[src/rtl/mux_rr_arbiter.sv]
// ---------------------------------------------------------------------------
// mux_rr_arbiter
//
// Four-requester round-robin arbiter driving a shared 4:1 data mux. A granted
// requester keeps ownership for up to MAX_BURST transfers, then ownership
// rotates. The next owner is chosen at the same edge as the release, so there
// is no idle bubble between owners.
//
// Handshake: a word moves from the owner to downstream in any cycle where
// out_valid=1 and out_ready=1. In that cycle ack[sel] pulses high. out_valid
// mirrors req[sel], so a requester that drops req loses the grant at the next
// edge without being acked.
//
// Parameters
//   DATA_W     width of each requester word
//   MAX_BURST  transfers per grant before forced rotation (1..15)
//
// Ports
//   clk        rising-edge clock
//   reset      synchronous, active-high reset
//   req        request line per requester 0..3
//   data_in    requester i word at [i*DATA_W +: DATA_W]
//   out_ready  downstream accepts out_data this cycle
//   grant      one-hot current owner, zero when idle
//   sel        binary index of the current owner (mux select)
//   out_data   owner's word, zero when idle or in reset
//   out_valid  out_data is valid
//   ack        per-requester transfer pulse
//   dbg_busy   FSM state (1 = BUSY)
//   dbg_count  transfers completed in the current grant
// ---------------------------------------------------------------------------
module mux_rr_arbiter #(
    parameter int DATA_W    = 8,
    parameter int MAX_BURST = 4
) (
    input  logic                  clk,
    input  logic                  reset,
    input  logic [3:0]            req,
    input  logic [4*DATA_W-1:0]   data_in,
    input  logic                  out_ready,
    output logic [3:0]            grant,
    output logic [1:0]            sel,
    output logic [DATA_W-1:0]     out_data,
    output logic                  out_valid,
    output logic [3:0]            ack,
    output logic                  dbg_busy,
    output logic [3:0]            dbg_count
);

    typedef enum logic {
        IDLE = 1'b0,
        BUSY = 1'b1
    } state_t;

    localparam logic [3:0] BURST_LIMIT = 4'(MAX_BURST);

    state_t      state;
    logic [3:0]  count;
    logic [1:0]  ptr;

    logic [DATA_W-1:0] words [4];
    logic        active;
    logic        owner_req;
    logic        transfer;
    logic        burst_done;
    logic        release_now;
    logic [1:0]  next_ptr;
    logic [1:0]  arb_ptr;
    logic [1:0]  winner;
    logic        any_req;

    // First asserted request scanning p, p+1, p+2, p+3 (mod 4). Scanning from
    // the far end downward lets the nearest hit overwrite the result last.
    function automatic logic [1:0] rr_pick(input logic [3:0] r, input logic [1:0] p);
        logic [1:0] idx;
        logic [1:0] pick;
        pick = p;
        for (int k = 3; k >= 0; k--) begin
            idx = p + 2'(k);
            if (r[idx]) pick = idx;
        end
        return pick;
    endfunction

    always_comb begin
        for (int i = 0; i < 4; i++) begin
            words[i] = data_in[i*DATA_W +: DATA_W];
        end
    end

    always_comb begin
        active      = (state == BUSY) && !reset;
        owner_req   = req[sel];
        out_valid   = active && owner_req;
        out_data    = active ? words[sel] : '0;
        transfer    = out_valid && out_ready;
        ack         = transfer ? (4'b0001 << sel) : 4'b0000;
        burst_done  = transfer && ((count + 4'd1) == BURST_LIMIT);
        release_now = (state == BUSY) && (!owner_req || burst_done);
        next_ptr    = sel + 2'd1;
        // On release the new pointer is already in effect for this edge's pick.
        arb_ptr     = (state == BUSY) ? next_ptr : ptr;
        winner      = rr_pick(req, arb_ptr);
        any_req     = |req;
        dbg_busy    = (state == BUSY);
        dbg_count   = count;
    end

    always_ff @(posedge clk) begin
        if (reset) begin
            state <= IDLE;
            grant <= 4'b0000;
            sel   <= 2'd0;
            ptr   <= 2'd0;
            count <= 4'd0;
        end else begin
            case (state)
                IDLE: begin
                    if (any_req) begin
                        grant <= 4'b0001 << winner;
                        sel   <= winner;
                        count <= 4'd0;
                        state <= BUSY;
                    end
                end
                BUSY: begin
                    if (release_now) begin
                        ptr   <= next_ptr;
                        count <= 4'd0;
                        if (any_req) begin
                            grant <= 4'b0001 << winner;
                            sel   <= winner;
                        end else begin
                            grant <= 4'b0000;
                            state <= IDLE;
                        end
                    end else if (transfer) begin
                        count <= count + 4'd1;
                    end
                end
                default: state <= IDLE;
            endcase
        end
    end

endmodule

[config.mk]
export PLATFORM = sky130hd
export DESIGN_NAME = mux_rr_arbiter
export DESIGN_NICKNAME = d
export VERILOG_FILES = /design/src/rtl/mux_rr_arbiter.sv
export SDC_FILE = /design/constraint.sdc
export NUM_CORES = 1
export LEC_CHECK = 0
export ABC_AREA = 0
export CAP_MARGIN = 5
export CELL_PAD_IN_SITES_DETAIL_PLACEMENT = 2
export CELL_PAD_IN_SITES_GLOBAL_PLACEMENT = 2
export CORE_ASPECT_RATIO = 1.4
export CORE_UTILIZATION = 18
export CTS_CLUSTER_SIZE = 30
export DETAILED_ROUTE_END_ITERATION = 8
export PLACE_DENSITY_LB_ADDON = 0.1
export REMOVE_ABC_BUFFERS = 1
export SETUP_SLACK_MARGIN = 0.3
export SLEW_MARGIN = 20
export SYNTH_ARGS = -nofsm -noshare
export SYNTH_HDL_FRONTEND = slang
export SYNTH_SLANG_ARGS = --single-unit
export TNS_END_PERCENT = 100
[constraint.sdc]
create_clock -name clk -period 2.23 [get_ports clk]
set_clock_uncertainty 0.2 [all_clocks]
set_input_delay 0.446 -clock clk [delete_from_list [all_inputs] [get_ports clk]]
set_output_delay 0.446 -clock clk [all_outputs]
set_load 0.05 [all_outputs]
==> flow_summary.ini, run 1 <==
[run_status]
outcome = finished with violations
failed_checks = setup timing

[critical_path]
endpoint_kind = output port
start_kind = flop
slowest_delay_ps = 550
slowest_stage = mux4_2
arrival_ps = 1630
critical_path.cell_chain = mux4_2 -> nor2b_4 -> and3_4 -> buf_12
crit_fanout = 5
crit_required_ps = 1580
critPathKind = flop to output port

[floorplan]
die_y_um = 92.1
floorplan.rows = 32
top_level_ports = 63
die_area_um2 = 6110
die_x_um = 66.4
start_util = 0.188
coreArea_um2 = 5570

[sta]
tightest_slew_ps = 493
max_clock_freq_ghz = 0.440
setup_tns_ps = -197
setup_viol = 5
period_needed_ps = 2270
slew_headroom = 0.673
finalHoldViolCount = 0
drv_slew = 0
rsz0062_at_grt = yes
worst_slack_ps = -43.8
whs_ps = 282
fin_crit_sh = 1.02

[global_route]
grt_pass1_vias = 1482
antenna_found_initial = 0
grt_first_pass_wirelength_mm = 7.11
grt_max_degree = 14
track_usage = 0.152
overflow = 0

[clock_tree]
cts.htree.levels = 1
cts_buffers = 3
clock_sinks = 13
cts.clk_slew.worst_paths_ps = 60
clkLatencyLatePin_ps = 240
cts_hold_buf = 0
clockBufferDepth = 2
root_buffer = clkbuf_8
cts_tree = done

[routing]
ant_nets = 0
drt_iter0_drc = 27
drtPass1Iterations = 2
wl_mm = 4.51
drc = 0
vias = 1311
via_per_inst = 4.84
wl_per_cell_um = 16.6

[logic_synthesis]
synth-seq-cells = 13
ys_seq_area_frac = 0.249
synth-edff-count = 0
yosysUniqueCellTypes = 36
netlist_instances = 111
synth_area_um2 = 1040
synthFlopType = dfxtp_1
synth_top_area_cell = dfxtp_1
synth_warnings = 0
synth_top_area_frac = 0.249
yosys-top-cells-area = dfxtp_1 25%, mux4_2 19%, nor2b_1 6.6%
syn_area_per_cell_um2 = 9.40
async_reset_ff_frac = 0

[placement]
place_hpwl_mm = 3.59
place_congestion = 0.725
pre_cts_ws_ps = -383
dp_cells = 260
io_buffers = 62

[finish]
antenna_cells = 0
final_cell_mix = 40 x dlygate4sd2_1, 30 x buf_4, 17 x buf_12
fin_nets = 248
area_delta_synth_final_pct = 124
drive_above_1_share = 0.468
fin_cells = 271
final_common_cell = dlygate4sd2_1

[power_and_ir_drop]
p_total_mw = 1.11
powerDensity_nw_per_um2 = 477
ir_worst_vdd_uv = 255
p_leak_nw = 1.01

[job]
maxCapViolations = 0

[hold_path]
hold_class = flop to flop
## state kept, by name, summed over array words and instances, names as in the netlist
signal     count
dbg_busy       1
ptr            2
sel            2
grant          4
dbg_count      4
## critical path: cells and delay by family (launching register included)
kind                   cells  cell delay (ps)
muxes                      1              550
buffers and inverters      1              140
and+or+nand+nor            2              320
DFF                        1              380
## what timing repair did
item	4_1_cts	5_1_grt
resized for setup	94	9
pin swaps	16	7
setup buffers	6	1
setup endpoints to repair	32	25
gates cloned	0	0
## Yosys cell counts (2+ instances only)
library cell  number
dfxtp_1           13
nor2b_1           11
mux4_2             9
nor2_1             8
and3_1             6
nand2_1            6
a21oi_1            5
ha_1               5
nand2b_1           5
a22o_1             4
nand3_1            4
a31oi_1            3
inv_1              3
buf_2              2
clkbuf_1           2
mux2i_1            2
nand3b_1           2
nor3_1             2
o21ai_1            2
## layout make-up
cell class                 instances  area (µm²)
multi-input combinational         90         951
timing repair buffer              93         977
tap                               68        85.1
clock buffer                       4        45.0
fill                             601        3230
inverter                           3        11.3
sequential                        13         267
## power breakdown
group | leakage, nW | internal [mW] | switching, mW
registers | 0.108 | 0.253 | 0.0199
logic | 0.881 | 0.335 | 0.299
clock network | 0.0228 | 0.126 | 0.0808
## per-layer routing
metal | wire length, µm | track usage | up-vias
li1 | - | - | 608
met5 | 0 | 0 | -
met4 | 70 | 0.0372 | 0
met2 | 2570 | 0.303 | 51
met1 | 1580 | 0.158 | 645
met3 | 287 | 0.0249 | 7
## path summary, 6_finish.rpt
| kind | depth (start not counted) | from | slack (ps) | end |
|---|---|---|---|---|
| worst max-delay path | 4 | sel[0] | -40 | ack[2] |
| worst min-delay path | 1 | grant[3] | 280 | grant[3] |
| worst max register to register | 8 | sel[0] | 40 | grant[2] |
| worst min register to register | 1 | grant[3] | 280 | grant[3] |
## metrics by stage
step	area, µm²	utilization
global route	2340	0.420
detailed placement	2050	0.368
global placement	2050	0.368
CTS	2280	0.410
finish	2340	0.420
floorplan	1010	-
## cell families after synthesis
logic type / share of synthesized area
buffers and inverters: 0.0384
AND/OR/NAND/NOR: 0.261
multiplexers: 0.224
flip-flops: 0.249
adder cells (fa/ha/maj): 0.0600
AO/OA/AOI/OAI: 0.167
Note: power is estimated with default switching activity, not from simulation.
==> run 2, diff against run 1 <==
--- a/config.mk
+++ b/config.mk
@@ -13,6 +13,7 @@
 export CORE_UTILIZATION = 18
 export CTS_CLUSTER_SIZE = 30
 export DETAILED_ROUTE_END_ITERATION = 8
+export HOLD_SLACK_MARGIN = 0.08
 export PLACE_DENSITY_LB_ADDON = 0.1
 export REMOVE_ABC_BUFFERS = 1
 export SETUP_SLACK_MARGIN = 0.3
==> results of run 2 <==
The final DEF is identical to that of run 1; final timing and power are the same.
==> run 3, diff against run 2 <==
--- a/config.mk
+++ b/config.mk
@@ -9,7 +9,7 @@
 export CAP_MARGIN = 5
 export CELL_PAD_IN_SITES_DETAIL_PLACEMENT = 2
 export CELL_PAD_IN_SITES_GLOBAL_PLACEMENT = 2
-export CORE_ASPECT_RATIO = 1.4
+export CORE_ASPECT_RATIO = 1.5
 export CORE_UTILIZATION = 18
 export CTS_CLUSTER_SIZE = 30
 export DETAILED_ROUTE_END_ITERATION = 8
==> flow_summary.ini, run 3 (synthesized netlist as in run 1, its figures left out) <==
[critical_path]
crit_required_ps = 1580
r2r_slack_ps = 20
worstSetupStartpoint = sel[0]
crit-reg2reg-launch = sel[0]
cp_num_buf_inv = 1
start_kind = flop
cpLargestDelayFamily = multiplexers
crit_fanout = 5
arrival_ps = 1660
slowest_delay_ps = 560
critical_path.cell_chain = mux4_2 -> nor2b_4 -> and3_4 -> buf_12
r2r_end = grant[2]
crit_end = ack[0]
worst-r2r-cell-count = 8
slowest_stage = mux4_2
critPathKind = flop to output port
cp_num_cells = 4
endpoint_kind = output port

[floorplan]
die_x_um = 64.2
floorplan.rows = 33
die_area_um2 = 6110
die_y_um = 95.3
coreArea_um2 = 5530
start_util = 0.189
top_level_ports = 63

[power_and_ir_drop]
ir_worst_vdd_uv = 311
p_total_mw = 1.12
p_leak_nw = 1.26
powerDensity_nw_per_um2 = 461

[placement]
pre_cts_ws_ps = -403
place_hpwl_mm = 3.81
io_buffers = 62
place_congestion = 0.733
dp_cells = 263

[clock_tree]
clkLatencyLatePin_ps = 240
cts.clk_slew.worst_paths_ps = 50
cts_hold_buf = 0
clockBufferDepth = 2
cts_buffers = 3
cts.htree.levels = 1
clock_sinks = 13
cts_tree = done
root_buffer = clkbuf_8

[sta]
drv_slew = 0
period_needed_ps = 2300
finalHoldViolCount = 0
tightest_slew_ps = 511
worst_slack_ps = -72.7
slew_headroom = 0.661
fin_crit_sh = 1.03
setup_viol = 6
max_clock_freq_ghz = 0.434
rsz0062_at_grt = yes

[routing]
dr_wl_met2_mm = 3.17
top_layer = met4
met1Wirelength_mm = 1.92
drt_iter0_drc = 33
wl_met3_um = 204
wl_per_cell_um = 19.4
via_per_inst = 4.72
vias = 1293
drc = 0
drtPass1Iterations = 2
wl_mm = 5.32
ant_nets = 0

[global_route]
grt_pass1_vias = 1463
grt_max_degree = 13
track_usage = 0.161
grt_first_pass_wirelength_mm = 7.34
antenna_found_initial = 0
overflow = 0

[finish]
final_common_cell = dlymetal6s2s_1
drive_above_1_share = 0.471
fin_cells = 274
final_cell_mix = 32 x dlymetal6s2s_1, 31 x buf_4, 16 x buf_12
fin_nets = 249
antenna_cells = 0
area_delta_synth_final_pct = 134

[run_status]
failed_checks = setup timing
outcome = finished with violations

[job]
maxCapViolations = 0

[hold_path]
holdPathStages = 1
hold_class = flop to flop
-- run 3: layer usage --
layer	vias to the layer above	GRT usage
met2	49	0.357
met1	629	0.140
met5	-	0
li1	613	-
met4	0	0.0463
met3	2	0.0251
-- run 3: how the worst min path moves through the flow --
| stage | from | endpoint |
|---|---|---|
| global route | grant[3] | grant[3] |
| detailed placement | grant[3] | grant[3] |
| finish | grant[3] | grant[3] |
| global placement | ptr[1] | ptr[1] |
| floorplan | ptr[1] | ptr[1] |
| CTS | grant[3] | grant[3] |
-- run 3: final cells by class --
cell class,instances,area (µm²)
clock buffer,4,45.0
fill,588,3090
inverter,3,13.8
multi-input combinational,90,927
sequential,13,267
tap,70,87.6
timing repair buffer,94,1100
-- run 3: stage by stage --
step | TNS (ps) | hold slack (ps) | instance area, µm² | utilization
final | -336 | 277 | 2440 | 0.441
after global placement | -5100 | 261 | 2060 | 0.372
after detailed placement | -6100 | 268 | 2060 | 0.372
after global routing | -854 | 298 | 2440 | 0.441
after CTS | -876 | 281 | 2270 | 0.410
after floorplan | -14190 | 240 | 1010 | -
-- run 3: timing repair --
item,in CTS,in global routing
gates cloned,0,0
buffers inserted,3,4
setup endpoints to repair,32,23
pin swaps,15,3
resized for setup,57,44
-- run 3: report_power, final --
part           total [mW]  internal [mW]  leakage, nW  switching, mW
registers           0.272          0.252        0.108         0.0193
logic               0.645          0.344         1.13          0.301
clock network       0.208          0.126       0.0228         0.0822
